**src/rtl/muestreo_pkg.sv**
```systemverilog
// Shared types and constants for the triple-oversampling front end of the majority voter.
// Pure declarations: state encoding, default widths and the unanimous-triple patterns.
package muestreo_pkg;

   typedef logic [1:0] estado_t;

   localparam estado_t IDLE = 2'd0;
   localparam estado_t SA   = 2'd1;
   localparam estado_t SB   = 2'd2;
   localparam estado_t SC   = 2'd3;

   localparam int unsigned CNT_W_DEF = 8;
   localparam int unsigned ABC_W     = 3;

   localparam logic [ABC_W-1:0] ABC_UNANIME0 = 3'b000;
   localparam logic [ABC_W-1:0] ABC_UNANIME1 = 3'b111;

   // A triple is "split" when the three samples disagree, i.e. the line was noisy.
   function automatic logic es_dividido(input logic [ABC_W-1:0] i_triple);
      return (i_triple != ABC_UNANIME0) && (i_triple != ABC_UNANIME1);
   endfunction

endpackage

```
**src/rtl/registro_hs.sv**
```systemverilog
// Valid/ready holding register for completed triples. Loads when empty or when the
// current word is consumed on the same edge; otherwise drops the new word and flags overrun.
module registro_hs
   import muestreo_pkg::*;
(
   input  logic             clk,
   input  logic             rst,
   input  logic             i_load,
   input  logic [ABC_W-1:0] i_data,
   input  logic             i_ready,
   output logic [ABC_W-1:0] o_data,
   output logic             o_valid,
   output logic             o_overrun,
   output logic             o_cargado
);

   logic [ABC_W-1:0] r_data;
   logic             r_valid;
   logic             r_overrun;

   logic             w_libre;
   logic             w_cargar;
   logic             w_consumir;
   logic             w_descartar;

   // Space exists if empty, or if the held word leaves on this very edge.
   assign w_libre     = !r_valid || i_ready;
   assign w_cargar    = i_load && w_libre;
   assign w_consumir  = r_valid && i_ready && !w_cargar;
   assign w_descartar = i_load && !w_libre;

   always_ff @(posedge clk or posedge rst) begin
      if (rst) begin
         r_data    <= '0;
         r_valid   <= 1'b0;
         r_overrun <= 1'b0;
      end else begin
         if (w_cargar) begin
            r_data  <= i_data;
            r_valid <= 1'b1;
         end else if (w_consumir) begin
            r_valid <= 1'b0;
         end
         if (w_descartar) begin
            r_overrun <= 1'b1;
         end
      end
   end

   assign o_data    = r_data;
   assign o_valid   = r_valid;
   assign o_overrun = r_overrun;
   assign o_cargado = w_cargar;

endmodule

```
**src/rtl/muestreo_triple.sv**
```systemverilog
// Oversamples din on three tick strobes into ABC (A first) for the majority voter,
// hands triples over via valid/ready, and counts non-unanimous (split) triples.
module muestreo_triple
   import muestreo_pkg::*;
#(
   parameter int unsigned CNT_W = CNT_W_DEF
) (
   input  logic             clk,
   input  logic             rst,
   input  logic             en,
   input  logic             tick,
   input  logic             din,
   output logic [ABC_W-1:0] ABC,
   output logic             abc_valid,
   input  logic             abc_ready,
   output logic             overrun,
   output logic [CNT_W-1:0] split_cnt,
   output logic             busy
);

   localparam logic [CNT_W-1:0] CNT_MAX = '1;

   estado_t          r_estado;
   estado_t          w_estado_d;
   logic             r_a;
   logic             r_b;
   logic [CNT_W-1:0] r_split_cnt;

   logic             w_cap_a;
   logic             w_cap_b;
   logic             w_completo;
   logic             w_cargado;
   logic [ABC_W-1:0] w_triple;

   // en low wins over tick in every state and throws away any partial triple.
   always_comb begin
      w_estado_d = r_estado;
      w_cap_a    = 1'b0;
      w_cap_b    = 1'b0;
      w_completo = 1'b0;
      if (!en) begin
         w_estado_d = IDLE;
      end else begin
         case (r_estado)
            IDLE: w_estado_d = SA;
            SA: begin
               if (tick) begin
                  w_cap_a    = 1'b1;
                  w_estado_d = SB;
               end
            end
            SB: begin
               if (tick) begin
                  w_cap_b    = 1'b1;
                  w_estado_d = SC;
               end
            end
            SC: begin
               if (tick) begin
                  w_completo = 1'b1;
                  w_estado_d = SA;
               end
            end
            default: w_estado_d = IDLE;
         endcase
      end
   end

   always_ff @(posedge clk or posedge rst) begin
      if (rst) begin
         r_estado <= IDLE;
         r_a      <= 1'b0;
         r_b      <= 1'b0;
      end else begin
         r_estado <= w_estado_d;
         if (w_cap_a) begin
            r_a <= din;
         end
         if (w_cap_b) begin
            r_b <= din;
         end
      end
   end

   // C is taken straight from din so the triple lands on the edge of the third tick.
   assign w_triple = {r_a, r_b, din};

   registro_hs u_registro_hs (
      .clk       (clk),
      .rst       (rst),
      .i_load    (w_completo),
      .i_data    (w_triple),
      .i_ready   (abc_ready),
      .o_data    (ABC),
      .o_valid   (abc_valid),
      .o_overrun (overrun),
      .o_cargado (w_cargado)
   );

   // Only triples actually accepted into the output register are counted.
   always_ff @(posedge clk or posedge rst) begin
      if (rst) begin
         r_split_cnt <= '0;
      end else if (w_cargado && es_dividido(w_triple) && (r_split_cnt != CNT_MAX)) begin
         r_split_cnt <= r_split_cnt + CNT_W'(1);
      end
   end

   assign split_cnt = r_split_cnt;
   assign busy      = (r_estado != IDLE);

endmodule
```
**config.mk**
```make
export PLATFORM = sky130hd
export DESIGN_NAME = muestreo_triple
export DESIGN_NICKNAME = d
export VERILOG_FILES = /design/src/rtl/muestreo_pkg.sv /design/src/rtl/registro_hs.sv /design/src/rtl/muestreo_triple.sv
export SDC_FILE = /design/constraint.sdc
export NUM_CORES = 1
export LEC_CHECK = 0
export CORE_ASPECT_RATIO = 1.4
export CORE_MARGIN = 4
export CORE_UTILIZATION = 30
export CTS_CLUSTER_DIAMETER = 200
export DETAILED_ROUTE_END_ITERATION = 10
export GPL_TIMING_DRIVEN = 0
export PLACE_DENSITY = 0.55
export SLEW_MARGIN = 20
export SYNTH_ARGS = -nofsm -noshare
export SYNTH_HDL_FRONTEND = slang
export SYNTH_SLANG_ARGS = --single-unit
```
**constraint.sdc**
```tcl
create_clock -name clk -period 1.8 [get_ports clk]
set_input_delay 0.54 -clock clk [delete_from_list [all_inputs] [get_ports clk]]
set_output_delay 0.54 -clock clk [all_outputs]
set_load 0.05 [all_outputs]
```
==> results by group <==
Power and ir drop
  • Leakage power figure: 0.538 nW
  • Max VDD drop: 0.651 mV
  • Total power: 1.26 mW
  • Pwr dens: 1090 mW/mm^2

Route
  • Vias per inst: 4.70
  • Post-Route WL: 1.75 mm
  • DRC: 0
  • Vias: 644
  • Final ANT Viol Nets: 0
  • WL/cell: 12.8 um
  • DRT iter0 DRCs: 9
  • Pre-antenna DRT Iters: 5

STA
  • Setup TNS: 0 ns
  • Final setup violation count: 0
  • Clock Skew: 0.00354 ns
  • Slew @ Worst Pin: 0.648 ns
  • Slew Viols, Final: 0
  • Max-Slew Margin vs Limit: 56.7%
  • Unrepaired setup endpoints after global routing: yes
  • Fin crit share: 96.8%
  • Final min period: 1.74 ns
  • Fmax: 574 MHz
  • Hold Vio Cnt, Final: 0
  • Worst hold slack: 0.487 ns

Clock tree
  • Inserted Clock Buffers: 3
  • Clock sink total: 17
  • Later-pin clock latency in the skew report: 0.27 ns
  • CTS HTree Levels: 1
  • # hold bufs at CTS: 0
  • CTS clk-pin slew, worst paths: 0.09 ns
  • CTS tree: done
  • CTS max path bufs: 2
  • Root Buffer: clkbuf_4

Global routing
  • Global-route wire length before repair: 3.02 mm
  • Grt ovf: 0
  • All-Layer GR Usage: 10.3%
  • Maximum number of pins on one net before global-route repair: 18
  • Initial antenna violation count: 0
  • Vias in the first global route: 641

Floorplanning
  • Initial Util: 32.1%
  • Die Span Y: 71.6 um
  • # rows: 22
  • Die Width: 53.4 um
  • Die Area: 0.00383 mm^2
  • Core area: 0.00270 mm^2
  • I/O pin cnt: 20

Finish
  • Commonest cells after routing, fill and taps aside: dfrtp_1, dlygate4sd2_1, inv_1
  • Fillers: 300
  • Area Overhead vs Synth: 33.6%
  • Post-layout net count: 113
  • Inserted Diodes: 0
  • Most common cell after layout, fill and taps aside: dfrtp_1
  • Fraction of layout cells with a size suffix above 1: 31.7%
  • Reg area: 427 um^2
  • Area of the multi-input gates: 435 um^2

Flow run
  • Total of max-cap violations: 0

Place
  • Port Buffers: 19
  • Hpwl dp: 1.30 mm
  • Gp weighted congestion: 0.691

Outcome
  • Status: complete, no violations

Synth
  • Post-synthesis register bit count: 17
  • Syn avg cell area: 11.7 um^2
  • Yosys cell types: 28
  • Syn_nets: 85
  • Post-synthesis cell count: 74
  • Mapped cell area: 867 um^2
  • Register area share after synthesis: 49.1%
  • Ys Warns: 0

Setup path
  • Buf/Inv on CP: 2
  • Setup Crit Path Kind: in2reg
  • Crit-path max cell delay: 0.32 ns
  • CP Cell Sequence: clkdlybuf4s15_1 > nand3_4 > nor4_4 > buf_4 > nand4_1 > mux2_4
  • Critical path launch point type: primary input
  • CP Data Arrival Time: 1.91 ns
  • Delay-heaviest family, CP: simple AND/OR/NAND/NOR gates
  • Critical Path RT: 1.97 ns
  • Slowest-stage cell, CP: clkdlybuf4s15_1
  • Crit-path max FO: 7
  • Worst Setup End Kind: register

Min path
  • Worst Hold Class: reg2reg
[repair_timing]
| action | 4_1_cts | 5_1_grt |
|---|---|---|
| setup endpoints to repair | 22 | 8 |
| setup buffers | 2 | 2 |
| resized for setup | 36 | 8 |
| pin swaps | 1 | 1 |
[worst register-to-register path, delay by kind of cell, from the launching register on]
family / cells / cell delay [ns]
DFF: 1 / 0.40
adders and majority gates: 1 / 0.23
buffers and inverters: 1 / 0.18
and+or+nand+nor: 3 / 0.51
muxes: 1 / 0.32
[cells in the mapped netlist]
cell type  number  area share [%]
and3_1          2             1.4
xnor2_1         2             2.0
xor2_1          1             1.0
nand3_1         4             2.3
inv_1           6             2.6
nand2_1         3             1.3
a31oi_1         1            0.72
a41oi_1         1             1.0
nand4b_1        1             1.0
mux2_1          2             2.6
nand3_4         1             2.0
dfrtp_1        17              49
o21a_1          1            0.87
o311a_2         1             1.3
a21oi_1         2             1.2
a21boi_0        1            0.87
nand4_1         4             2.9
nand2b_1        3             2.2
nor3_1          2             1.2
nor2_1          2            0.87
or3_2           1            0.87
o21bai_1        1            0.87
nor4_4          1             2.5
mux2_2          6             7.8
and2_2          1            0.87
o21ai_0         1            0.58
ha_1            5             7.2
and2b_2         1             1.0
[final cells by class]
type | count | area share, %
inverters | 6 | 1.94
flip-flops and latches | 17 | 36.8
well taps | 36 | 3.89
clock buffers | 4 | 2.27
multi-input cells | 51 | 37.6
repair buffers | 23 | 17.5
[flip-flops by register name (all words and copies together), names as in the netlist]
name,count
u_registro_hs.o_valid,1
r_a,1
r_b,1
r_estado,2
u_registro_hs.o_data,3
split_cnt,8
u_registro_hs.o_overrun,1
[cell families after synthesis]
family                   after synthesis  synth area share [%]
multiplexers                           8                  10.4
buffers and inverters                  6                  2.60
flip-flops                            17                  49.1
AO/OA/AOI/OAI                          9                  7.36
AND/OR/NAND/NOR                       26                  20.3
adder cells (fa/ha/maj)                5                  7.22
XOR/XNOR                               3                  3.03
[through the flow]
stage          util (%)  cells  worst slack [ns]  instance area, um^2
2_1_floorplan         -     74           0.00651                  873
3_3_place_gp       41.1    129            -0.695                 1110
3_5_place_dp       41.1    129            -0.710                 1110
4_1_cts            42.6    135           0.00378                 1150
5_1_grt            42.9    137           -0.0428                 1160
6_report           42.9    137            0.0573                 1160
[power by group]
group	switching [mW]	internal, mW
clock network	0.105	0.0857
logic	0.339	0.187
registers	0.0754	0.468
[routing by layer]
metal	vias to the layer above	GRT usage (%)	part of all wire [%]
li1	316	-	-
met1	309	14.2	45
met2	17	15.7	50
met3	2	2.70	4.2
met4	0	2.56	0.46
met5	-	0	0
[worst paths after layout]
| kind | slack (ns) | to | startpoint | depth (start not counted) |
|---|---|---|---|---|
| min in group asynchronous | 0.64 | split_cnt[6] | rst | 2 |
| max in group asynchronous | 0.71 | u_registro_hs.o_valid | rst | 2 |
| hold reg to reg | 0.49 | u_registro_hs.o_overrun | u_registro_hs.o_overrun | 1 |
| hold / removal | 0.49 | u_registro_hs.o_overrun | u_registro_hs.o_overrun | 1 |
| setup / recovery | 0.06 | split_cnt[6] | tick | 6 |
| setup reg to reg | 0.06 | split_cnt[6] | r_estado[0] | 6 |
No activity file was read; power rests on OpenSTA's default activity.
